**src/rtl/traffic_pkg.sv**
```systemverilog
// Shared encodings for the traffic phase sequencer: phase states, lamp patterns,
// duration-select codes and the duration clamp.
package traffic_pkg;

  localparam logic [1:0] ST_IDLE   = 2'd0;
  localparam logic [1:0] ST_GREEN  = 2'd1;
  localparam logic [1:0] ST_YELLOW = 2'd2;
  localparam logic [1:0] ST_RED    = 2'd3;

  // Lamp vector is {red, yellow, green}
  localparam logic [2:0] LIGHT_OFF    = 3'b000;
  localparam logic [2:0] LIGHT_GREEN  = 3'b001;
  localparam logic [2:0] LIGHT_YELLOW = 3'b010;
  localparam logic [2:0] LIGHT_RED    = 3'b100;

  localparam logic [1:0] CFG_SEL_GREEN  = 2'b00;
  localparam logic [1:0] CFG_SEL_YELLOW = 2'b01;
  localparam logic [1:0] CFG_SEL_RED    = 2'b10;
  localparam logic [1:0] CFG_SEL_NONE   = 2'b11;

  function automatic logic [6:0] clamp_dur(input logic [6:0] value,
                                           input logic [6:0] max_value);
    logic [6:0] result;
    if (value == 7'd0) begin
      result = 7'd1;
    end else if (value > max_value) begin
      result = max_value;
    end else begin
      result = value;
    end
    return result;
  endfunction

  function automatic logic [1:0] next_phase(input logic [1:0] st);
    logic [1:0] result;
    case (st)
      ST_GREEN:  result = ST_YELLOW;
      ST_YELLOW: result = ST_RED;
      default:   result = ST_GREEN;
    endcase
    return result;
  endfunction

endpackage

```
**src/rtl/sec_tick_gen.sv**
```systemverilog
// Second-tick prescaler: counts 0..DIV-1 while enabled, flags the wrapping cycle.
// clr restarts the count so the next full second begins on the following cycle.
module sec_tick_gen #(
  parameter int DIV = 50000000
) (
  input  logic clk,
  input  logic rst_n,
  input  logic en,
  input  logic clr,
  output logic tick
);

  localparam int W = (DIV > 1) ? $clog2(DIV) : 1;
  localparam logic [W-1:0] LAST = W'(DIV - 1);

  logic [W-1:0] cnt_q;

  always_ff @(posedge clk) begin
    if (!rst_n) begin
      cnt_q <= '0;
    end else if (clr) begin
      cnt_q <= '0;
    end else if (en) begin
      cnt_q <= (cnt_q == LAST) ? '0 : cnt_q + W'(1);
    end
  end

  // Combinational so the sequencer acts on the same edge that wraps the count
  assign tick = en && (cnt_q == LAST);

endmodule

```
**src/rtl/traffic_phase_sequencer.sv**
```systemverilog
// One-approach traffic light sequencer: GREEN -> YELLOW -> RED with programmable
// per-phase durations, a 1 Hz countdown, force-next and flashing-yellow idle.
module traffic_phase_sequencer
  import traffic_pkg::*;
#(
  parameter int TICK_DIV   = 50000000,
  parameter int MAX_SECOND = 99,
  parameter int DEF_GREEN  = 30,
  parameter int DEF_YELLOW = 3,
  parameter int DEF_RED    = 30
) (
  input  logic       clk,
  input  logic       rst_n,
  input  logic       start,
  input  logic       pause,
  input  logic       force_next,
  input  logic       cfg_valid,
  input  logic [1:0] cfg_sel,
  input  logic [6:0] cfg_value,
  output logic       cfg_ready,
  output logic [2:0] light,
  output logic [6:0] remain,
  output logic       phase_done,
  output logic       sec_tick,
  output logic [1:0] dbg_state
);

  localparam logic [6:0] MAX_DUR = 7'(MAX_SECOND);

  logic [1:0] state_q, state_d;
  logic [6:0] remain_q, remain_d;
  logic       blink_q, blink_d;
  logic [2:0] light_q, light_d;
  logic       phase_done_q, sec_tick_q, cfg_ready_q;
  logic [6:0] dur_green_q, dur_yellow_q, dur_red_q;
  logic [6:0] next_dur;
  logic [1:0] adv_state;
  logic       enter, tick, clr;

  sec_tick_gen #(.DIV(TICK_DIV)) u_tick (
    .clk  (clk),
    .rst_n(rst_n),
    .en   (!pause),
    .clr  (clr),
    .tick (tick)
  );

  assign adv_state = next_phase(state_q);

  always_comb begin
    case (adv_state)
      ST_YELLOW: next_dur = dur_yellow_q;
      ST_RED:    next_dur = dur_red_q;
      default:   next_dur = dur_green_q;
    endcase
  end

  // Per-edge priority: start=0 > force_next > tick > hold
  always_comb begin
    state_d  = state_q;
    remain_d = remain_q;
    blink_d  = blink_q;
    enter    = 1'b0;
    if (state_q == ST_IDLE) begin
      if (start) begin
        state_d  = ST_GREEN;
        remain_d = dur_green_q;
        enter    = 1'b1;
      end else if (tick) begin
        blink_d = !blink_q;
      end
    end else if (!start) begin
      state_d  = ST_IDLE;
      remain_d = 7'd0;
      blink_d  = 1'b0;
    end else if (force_next || (tick && remain_q <= 7'd1)) begin
      state_d  = adv_state;
      remain_d = next_dur;
      enter    = 1'b1;
    end else if (tick) begin
      remain_d = remain_q - 7'd1;
    end
  end

  // Any state change (phase entry or drop to idle) restarts the second
  assign clr = (state_d != state_q);

  always_comb begin
    case (state_d)
      ST_GREEN:  light_d = LIGHT_GREEN;
      ST_YELLOW: light_d = LIGHT_YELLOW;
      ST_RED:    light_d = LIGHT_RED;
      default:   light_d = blink_d ? LIGHT_YELLOW : LIGHT_OFF;
    endcase
  end

  always_ff @(posedge clk) begin
    if (!rst_n) begin
      state_q      <= ST_IDLE;
      remain_q     <= 7'd0;
      blink_q      <= 1'b0;
      light_q      <= LIGHT_OFF;
      phase_done_q <= 1'b0;
      sec_tick_q   <= 1'b0;
      cfg_ready_q  <= 1'b0;
    end else begin
      state_q      <= state_d;
      remain_q     <= remain_d;
      blink_q      <= blink_d;
      light_q      <= light_d;
      phase_done_q <= enter;
      sec_tick_q   <= tick;
      cfg_ready_q  <= 1'b1;
    end
  end

  // cfg handshake: a write is taken on any edge where cfg_valid && cfg_ready;
  // it only updates the stored duration, which is used at the next phase entry.
  always_ff @(posedge clk) begin
    if (!rst_n) begin
      dur_green_q  <= 7'(DEF_GREEN);
      dur_yellow_q <= 7'(DEF_YELLOW);
      dur_red_q    <= 7'(DEF_RED);
    end else if (cfg_valid && cfg_ready_q) begin
      case (cfg_sel)
        CFG_SEL_GREEN:  dur_green_q  <= clamp_dur(cfg_value, MAX_DUR);
        CFG_SEL_YELLOW: dur_yellow_q <= clamp_dur(cfg_value, MAX_DUR);
        CFG_SEL_RED:    dur_red_q    <= clamp_dur(cfg_value, MAX_DUR);
        CFG_SEL_NONE:   ;
      endcase
    end
  end

  assign cfg_ready  = cfg_ready_q;
  assign light      = light_q;
  assign remain     = remain_q;
  assign phase_done = phase_done_q;
  assign sec_tick   = sec_tick_q;
  assign dbg_state  = state_q;

endmodule

```
**config.mk**
```make
export PLATFORM = sky130hd
export DESIGN_NAME = traffic_phase_sequencer
export DESIGN_NICKNAME = d
export VERILOG_FILES = /design/src/rtl/traffic_pkg.sv /design/src/rtl/sec_tick_gen.sv /design/src/rtl/traffic_phase_sequencer.sv
export SDC_FILE = /design/constraint.sdc
export NUM_CORES = 1
export LEC_CHECK = 0
export ABC_AREA = 1
export BUFFER_PORTS_ARGS = -buffer_cell sky130_fd_sc_hd__buf_2
export CORE_UTILIZATION = 55
export DETAILED_ROUTE_END_ITERATION = 7
export PLACE_DENSITY_LB_ADDON = 0.08
export SETUP_SLACK_MARGIN = 0.3
export SLEW_MARGIN = 5
export SYNTH_ARGS = -nofsm -noshare
export SYNTH_HDL_FRONTEND = slang
export SYNTH_SLANG_ARGS = --single-unit
export TNS_END_PERCENT = 5
```
**constraint.sdc**
```tcl
create_clock -name clk -period 2.47 [get_ports clk]
set_input_delay 0.494 -clock clk [delete_from_list [all_inputs] [get_ports clk]]
set_output_delay 0.494 -clock clk [all_outputs]
set_load 0.03 [all_outputs]
```
==> metrics, run 1 <==
outcome finished clean; IO buf count 29; ratio of cells with drive above 1 in the final layout a little over a fifth; CP Launch Type flip-flop; post-synthesis cell count approximately 520; worst hold start rst_n; design area between 4000 and 5000 sq um; Mapped Area about 3700 sq um; via count about 3700; Register-to-Register Path Depth 10; post-route minimum period ~2100 ps; # H-tree levels 3; TritonCTS buffer count 9; # rows 29; Detail Placement HPWL roughly 6800 um; Total GRT Usage between 20 and 30%; Clock power frac between 30% and 40%; total power 2.68 mW; DRC 0; Fmax roughly 0.48 GHz; RSZ-0062 raised after global routing true; r2r startpoint dbg_state[1]; worst skew pair latency around 350 ps; fin crit share between 80 and 90%; CTS tree done; CTS Buffer Depth 2; num ports 30; synth warn 0; Slew Limit Headroom just under 70%; final wirelength between 9000 and 10000 um; Mapped Nets between 500 and 600; Mean Syn Cell Area roughly 7.1 sq um; sequential share of the synthesized area roughly 34%; Slew @ Worst Pin ~460 ps; most frequent cells in the layout nand2_1, dfxtp_1, inv_1, nor2_1, a21oi_1; DP Area ~3900 sq um; Util after Layout approximately two thirds; Sw Ratio approximately a third; Clock Skew about 9.6 ps; Worst setup startpoint dbg_state[1]; final estimated routing congestion in global placement around 0.94; worst path arrival time between 2000 and 2500 ps; Overflow after GRT 0; Critical Path End Type flip-flop; # nets final about 580; P_int approximately 1.8 mW; CP max FO 13; Die X ~84 um; FILL cells ~590; Netlist cell types 44; Sink Count 63; vias in the first global route 3452; Pleak between 1.5 and 2 nW; pwr dens around 630 nW/um^2; Worst IR Drop VDD 514 uV; cell mode on critical path inv_1; Hold Crit Class input port to flip-flop; Slowest cell on crit path dfxtp_1; Hold Path Depth 1; final hold violations 0; total negative setup slack 0 ps; Post-DRT Antenna Nets 0; DR vias/cell between 5 and 6; Initial Util a little under three fifths; Routed WL per cell approximately 15 um; combinational share of power about 20%; Crit path required time roughly 2700 ps; Pre-antenna DRT Iters 4; Core Area around 6400 sq um; CP peak stage delay around 380 ps; Switch Pwr 0.860 mW; Sequential Power Share about two fifths; die height approximately 84 um; crit-path cells inv_1 > ha_2 > inv_1 > nor2_2 > inv_1 > nand2_1 > clkinv_1 > nand3_2 > nand2_8 > nor3_1; # diodes 0; initial antenna violation count 0; Layout area overhead 15.3%; die area between 7000 and 8000 sq um; Max Cap Viol 0; largest net degree at the start of global routing 27; commonest non-fill, non-tap cell in the layout nand2_1; first-pass GRT wire length about 15000 um; Worst-path clk slew around 80 ps; CP Class flip-flop to flip-flop; max-slew violations 0; clk root buf clkbuf_8; drt initial violations between 200 and 250; number of synthesized register bits 63; count of final setup violators 0
==> worst max-delay path, delay by kind of cell (launching register included) <==
family / cells / cell delay (ps)
buffers and inverters: 4 / 520
DFF: 1 / 380
and+or+nand+nor: 5 / 810
adders and majority gates: 1 / 280
==> power by group through the flow <==
| stage | Clock (mW) | Sequential (mW) | Combinational [mW] |
|---|---|---|---|
| after detailed placement | 0 | 1.12 | 0.472 |
| after floorplan | 0 | 1.16 | 0.327 |
| after global routing | 1.10 | 1.10 | 0.591 |
| after global placement | 0 | 1.12 | 0.465 |
| final | 1.04 | 1.10 | 0.544 |
| after CTS | 1.05 | 1.09 | 0.476 |
==> state kept, by name, summed over array words and instances, names as in the netlist <==
| signal | flops |
|---|---|
| blink_q | 1 |
| cfg_ready | 1 |
| dbg_state | 2 |
| dur_green_q | 7 |
| dur_red_q | 7 |
| dur_yellow_q | 7 |
| light | 3 |
| phase_done | 1 |
| remain | 7 |
| sec_tick | 1 |
| u_tick.cnt_q | 26 |
==> stage by stage <==
| stage | std cells | worst slack, ps | hold slack (ps) |
|---|---|---|---|
| 6_report | 637 | 376 | 375 |
| 3_3_place_gp | 616 | 260 | 452 |
| 3_5_place_dp | 616 | 204 | 455 |
| 5_1_grt | 637 | 228 | 357 |
| 4_1_cts | 632 | 304 | 365 |
| 2_1_floorplan | 518 | 385 | 440 |
==> per-layer routing <==
layer	GRT usage, %	part of all wire, %
met1	29.3	39
met5	0	0
met4	16.1	4.1
met3	6.13	4.7
met2	50.1	52
==> area by class of cell <==
| cell class | count | area, sq um | share of cell area, % |
|---|---|---|---|
| multi-input combinational | 375 | 2200 | 51.5 |
| sequential | 63 | 1260 | 29.6 |
| inverter | 70 | 268 | 6.28 |
| timing repair buffer | 36 | 210 | 4.93 |
| clock buffer | 10 | 138 | 3.23 |
| tap | 77 | 96.3 | 2.26 |
| clock inverter | 6 | 92.6 | 2.17 |
==> what timing repair did <==
| item | in CTS | in global routing |
|---|---|---|
| endpoints found under the hold margin | 0 | 0 |
| hold buffers | 0 | 0 |
| setup buffers | 0 | 1 |
| gates resized for setup | 0 | 16 |
| endpoints found under the setup margin | 0 | 27 |
==> synth_stat cells <==
cell	instances	area share (%)
a21o_1	1	0.20
a21oi_1	43	5.8
a21oi_2	1	0.24
a221oi_1	6	1.4
a311oi_1	1	0.24
a31oi_1	1	0.17
a31oi_4	1	0.58
and2_1	1	0.17
buf_2	2	0.27
buf_4	2	0.41
buf_6	3	0.91
buf_8	2	0.81
clkbuf_1	5	0.51
clkinv_1	2	0.20
clkinv_2	1	0.14
dfxtp_1	63	34
ha_1	7	2.4
inv_1	58	5.9
inv_2	9	0.91
nand2_1	88	8.9
nand2_2	4	0.68
nand2_4	4	1.2
nand3_1	30	4.1
nand3_2	4	1.1
nand3_4	1	0.47
nand4_1	16	2.7
nor2_1	50	5.1
nor2_2	5	0.85
nor2_4	2	0.61
nor3_1	21	2.8
nor3_2	21	5.7
nor3_4	1	0.44
nor4_1	2	0.34
o2111ai_1	1	0.24
o211ai_1	1	0.20
o21a_1	1	0.20
o21ai_0	40	5.4
o21ai_1	2	0.27
o21bai_1	2	0.41
o221ai_1	1	0.24
or2_1	1	0.17
or2_2	2	0.34
xnor2_1	1	0.24
xor2_1	8	1.9
==> cell families (layout without fill, tap and decap cells) <==
kind of cell             Yosys count  in the layout  share of synthesized area [%]
buffers and inverters             84            122                           10.1
AO/OA/AOI/OAI                    102            102                           15.6
AND/OR/NAND/NOR                  253            257                           35.7
adder cells (fa/ha/maj)            7              7                           2.37
flip-flops                        63             63                           34.1
XOR/XNOR                           9              9                           2.13
==> worst paths after layout <==
| path | to | slack [ps] |
|---|---|---|
| min reg2reg | dur_red_q[1] | 480 |
| max reg2reg | u_tick.cnt_q[23] | 380 |
| min | cfg_ready | 370 |
| max | u_tick.cnt_q[23] | 380 |
Power figures use the tool's default switching activity.
==> inputs of run 2 (changes only) <==
- clock period: 2.47 -> 1.95 ns (I/O delays scaled with it)
==> run 2 against run 1 <==
Compared with the run above: first-iteration DRC count is 38% lower; via count is 1.3% higher; sequential share of layout area is 1.0 points lower; critical path type unchanged.
==> metrics, run 2 (synthesis gave the netlist of run 1 again) <==
Routed WL per cell approximately 15 um; final estimated routing congestion in global placement between 0.9 and 1; Slowest cell on crit path dfxtp_2; max reg flops 26; Slew Limit Headroom between 60% and 70%; CP Class flip-flop to flip-flop; Initial Util between 50% and 60%; Worst IR Drop VDD around 530 uV; # diodes 0; combinational share of power 22.4%; # H-tree levels 3; first-pass GRT wire length about 16000 um; IO buf count 29; Hold Crit Class input port to flip-flop; minimum hold slack 332 ps; worst path arrival time between 2000 and 2500 ps; Max Cap Viol 0; # rows 29; Largest delay share family, worst path simple AND/OR/NAND/NOR gates; RSZ-0062 raised after global routing true; Sequential Power Share a little over two fifths; crit-path cells nor2_1 > nor2_2 > nor3_2 > nand3_4 > nand2_4 > nand4_1 > nand2_1 > inv_2 > nand2_4 > buf_12 > nor3_2; worst skew pair latency around 350 ps; Fmax approximately 0.54 GHz; pwr dens ~730 nW/um^2; fin crit share 94.7%; initial antenna violation count 0; CTS Buffer Depth 2; die height around 84 um; Core Area roughly 6400 sq um; total power about 3.3 mW; Die X between 80 and 90 um; DP Area ~4200 sq um; Total GRT Usage 28.6%; flop-to-flop setup slack roughly 100 ps; Sink Count between 60 and 70; count of final setup violators 0; Util after Layout 70.1%; largest net degree at the start of global routing 21; final hold violations 0; design area 4500 sq um; num ports 30; Switch Pwr around 1.1 mW; Pre-antenna DRT Iters 4; Reg with most FFs u_tick.cnt_q; die area around 7100 sq um; CP max FO 13; Clock Skew roughly 7.6 ps; CP peak stage delay roughly 350 ps; Clock power frac between 30% and 40%; Pleak around 1.8 nW; P_int 2.21 mW; most frequent cells in the layout nand2_1, inv_1, nor2_1, dfxtp_1, a21oi_1; post-route minimum period roughly 1800 ps; outcome finished clean; commonest non-fill, non-tap cell in the layout nand2_1; Layout area overhead 21.9%; Sw Ratio ~33%; TritonCTS buffer count 9; Detail Placement HPWL just over 7000 um; clk root buf clkbuf_8; buffers plus inverters on the worst setup path 2; # nets final ~600; Slew @ Worst Pin 533 ps; CP Launch Type flip-flop; drt initial violations between 100 and 150; Worst-path clk slew 80 ps; Post-DRT Antenna Nets 0; DRC 0; final wirelength approximately 9700 um; Critical Path End Type flip-flop; max-slew violations 0; via count around 3700; Crit path required time approximately 2200 ps; CTS tree done; Overflow after GRT 0; vias in the first global route between 3000 and 4000; ratio of cells with drive above 1 in the final layout 30.7%; DR vias/cell about 5.6
run 2: layout make-up:
cell class	count	area, sq um
Sequential cell	63	1290
Clock inverter	7	77.6
Fill cell	544	1920
Timing Repair Buffer	67	480
Tap cell	77	96.3
Clock buffer	9	124
Inverter	70	268
Multi-Input combinational cell	371	2170
run 2: final timing paths:
kind / startpoint / to / depth (start not counted)
worst max-delay path: remain[0] / u_tick.cnt_q[7] / 11
worst min-delay path: cfg_value[5] / dur_red_q[5] / 3
worst max register to register: remain[0] / u_tick.cnt_q[7] / 11
worst min register to register: dur_red_q[3] / dur_red_q[3] / 2
run 2: what timing repair did:
action                                  4_1_cts  5_1_grt
gates cloned                                  0        0
pin swaps                                     5        3
buffers inserted                              1        0
hold buffers                                  0        0
resized for setup                            16       24
endpoints found under the setup margin       39       39
run 2: metrics by stage:
| stage | TNS [ps] | instances | worst slack, ps |
|---|---|---|---|
| 6_report | 0 | 664 | 103 |
| 3_5_place_dp | 0 | 647 | 40.2 |
| 4_1_cts | 0 | 664 | 115 |
| 5_1_grt | -431 | 664 | -31.2 |
| 2_1_floorplan | 0 | 518 | 175 |
| 3_3_place_gp | 0 | 647 | 35.3 |
run 2: power groups by stage:
stage | logic (mW) | registers, mW | clock network, mW
final | 0.739 | 1.39 | 1.17
after CTS | 0.716 | 1.38 | 1.20
after detailed placement | 0.705 | 1.41 | 0
after global placement | 0.699 | 1.41 | 0
after floorplan | 0.417 | 1.47 | 0
after global routing | 0.801 | 1.39 | 1.24
run 2: layer usage:
metal / track usage (%) / routed length (um) / vias to the layer above
met5: 0 / 0 / -
met4: 13.5 / 292 / 0
met3: 6.33 / 348 / 22
met2: 54.1 / 5180 / 103
met1: 29.5 / 3880 / 1715
li1: - / - / 1859
run 2: worst min-delay path, stage by stage:
cell and delay [ps]:
buf_2 110, inv_1 80, a21oi_1 60
==> inputs of run 3 (changes only) <==
- MAX_ROUTING_LAYER: unset -> met4
- clock period: 1.95 -> 2.3 ns (I/O delays scaled with it)
==> run 3 against run 2 <==
Compared with the run above: register-to-register slack better by 290 ps; die area unchanged; worst hold slack improved by 7.8 ps; global-route usage rose by 0.11 points; sequential share of layout area up 0.80 points; final cell count decreased by 2.3%; clock power decreased by 26%; maximum frequency decreased by 3.1%; via count shrank 2.6%; clock skew increased by 4.2 ps; cell area shrank 4.1%.
==> metrics, run 3 (synthesis gave the netlist of run 1 again) <==
outcome finished clean; Hold Crit Class input port to flip-flop; DRC 0; Max Cap Viol 0; DP Area 4000 sq um; Detail Placement HPWL 7010 um; # H-tree levels 3; final hold violations 0; total negative setup slack 0 ps; Worst Setup Slack, final about 390 ps; Post-DRT Antenna Nets 0; Critical Path End Type flip-flop; Core Area 6420 sq um; # nets final approximately 590; Clock power frac 32.9%; Routed WL per cell 14.5 um; count of final setup violators 0; Pre-antenna DRT Iters 4; num ports 30; design area around 4300 sq um; final estimated routing congestion in global placement ~0.9; Overflow after GRT 0; CP Launch Type flip-flop; max reg flops 26; FILL cells roughly 570; Worst-path clk slew ~70 ps; CP Class flip-flop to flip-flop; Clock Skew between 10 and 15 ps; Layout Cells excl Fill between 600 and 700; worst path arrival time approximately 2200 ps; final wirelength between 9000 and 10000 um; IO buf count 29; Crit path required time ~2600 ps; # rows 29; flop-to-flop setup slack 390 ps; CP peak stage delay 460 ps; clk root buf clkbuf_8; Die X 84.0 um; commonest non-fill, non-tap cell in the layout nand2_1; Fmax about 0.52 GHz; Sink Count 63; via count between 3000 and 4000; CTS Buffer Depth 2; ratio of cells with drive above 1 in the final layout between 20% and 30%; most frequent cells in the layout nand2_1, inv_1, dfxtp_1, nor2_1, a21oi_1; first-pass GRT wire length 15600 um; vias in the first global route approximately 3500; cell mode on critical path nand2_4; Total GRT Usage around 29%; CP max FO 26; Slew @ Worst Pin roughly 500 ps; die area about 7000 sq um; Sequential Power Share 44.9%; buffers plus inverters on the worst setup path 3; Initial Util about 58%; Slew Limit Headroom approximately two thirds; initial antenna violation count 0; Largest delay share family, worst path simple AND/OR/NAND/NOR gates; fin crit share about 83%; max-slew violations 0; Worst IR Drop VDD between 300 and 400 uV; post-route minimum period 1910 ps; Pleak about 1.7 nW; RSZ-0062 raised after global routing true; TritonCTS buffer count 9; dpl cells roughly 630; Layout area overhead 16.9%; # diodes 0; Sw Ratio about 34%; combinational share of power between 20% and 30%; minimum hold slack 340 ps; DR vias/cell 5.55; pwr dens approximately 600 nW/um^2; Switch Pwr between 0.8 and 0.9 mW; P_int 1.72 mW; drt initial violations roughly 190; die height about 84 um; CTS tree done; Slowest cell on crit path dfxtp_1; crit-path cells inv_1 > nand3_1 > nor2_4 > nand3_4 > nand2_4 > a21oi_4 > clkinv_1 > nand2_1 > nand2_4 > buf_12 > nor3_1; largest net degree at the start of global routing 27; dpl ws roughly 180 ps; Reg with most FFs u_tick.cnt_q; worst skew pair latency 360 ps
==> run 3: cell count changes in the layout (fill, tap and decap cells not counted), sizes merged <==
cell,previous run,this run
bufinv,1,0
buf,67,52
inv,70,68
clkinvlp,2,4
clkinv,4,5
==> run 3: metrics by stage <==
| step | utilization (%) | power, mW |
|---|---|---|
| 2_1_floorplan | - | 1.60 |
| 3_3_place_gp | 62.2 | 1.74 |
| 3_5_place_dp | 62.2 | 1.74 |
| 4_1_cts | 65.0 | 2.61 |
| 5_1_grt | 67.3 | 2.73 |
| 6_report | 67.3 | 2.61 |
==> run 3: layout make-up <==
cell class                 instances  area [sq um]  share of cell area, %
tap                               77          96.3                   2.23
sequential                        63          1270                   29.4
timing repair buffer              52           368                   8.51
clock inverter                     7          48.8                   1.13
multi-input combinational        371          2150                   49.7
clock buffer                       9           124                   2.87
inverter                          70           264                   6.11
==> run 3: layer usage <==
layer,up-vias,wire length [um],share of wire [%],track usage [%]
met5,-,0,0,-
met4,0,286,3.0,13.6
met3,30,286,3.0,3.96
met2,83,5050,54,52.5
met1,1663,3800,40,30.3
li1,1828,-,-,-
==> run 3: worst paths after layout <==
check,start,to,cells after the start
hold / removal,rst_n,cfg_ready,1
setup / recovery,u_tick.cnt_q[18],u_tick.cnt_q[23],11
setup reg to reg,u_tick.cnt_q[18],u_tick.cnt_q[23],11
hold reg to reg,dur_red_q[4],dur_red_q[4],2
==> run 3: timing repair <==
item / 4_1_cts / 5_1_grt
endpoints found under the setup margin: 26 / 32
hold buffers: 0 / 0
buffers inserted: 0 / 7
pin swaps: 0 / 5
resized for setup: 2 / 22
gates cloned: 0 / 0
==> run 3: power by group through the flow <==
stage | Combinational (mW) | Sequential, mW | Clock [mW]
detailed placement | 0.550 | 1.20 | 0
floorplan | 0.353 | 1.24 | 0
CTS | 0.555 | 1.17 | 0.884
global route | 0.634 | 1.18 | 0.921
finish | 0.578 | 1.17 | 0.860
global placement | 0.544 | 1.20 | 0
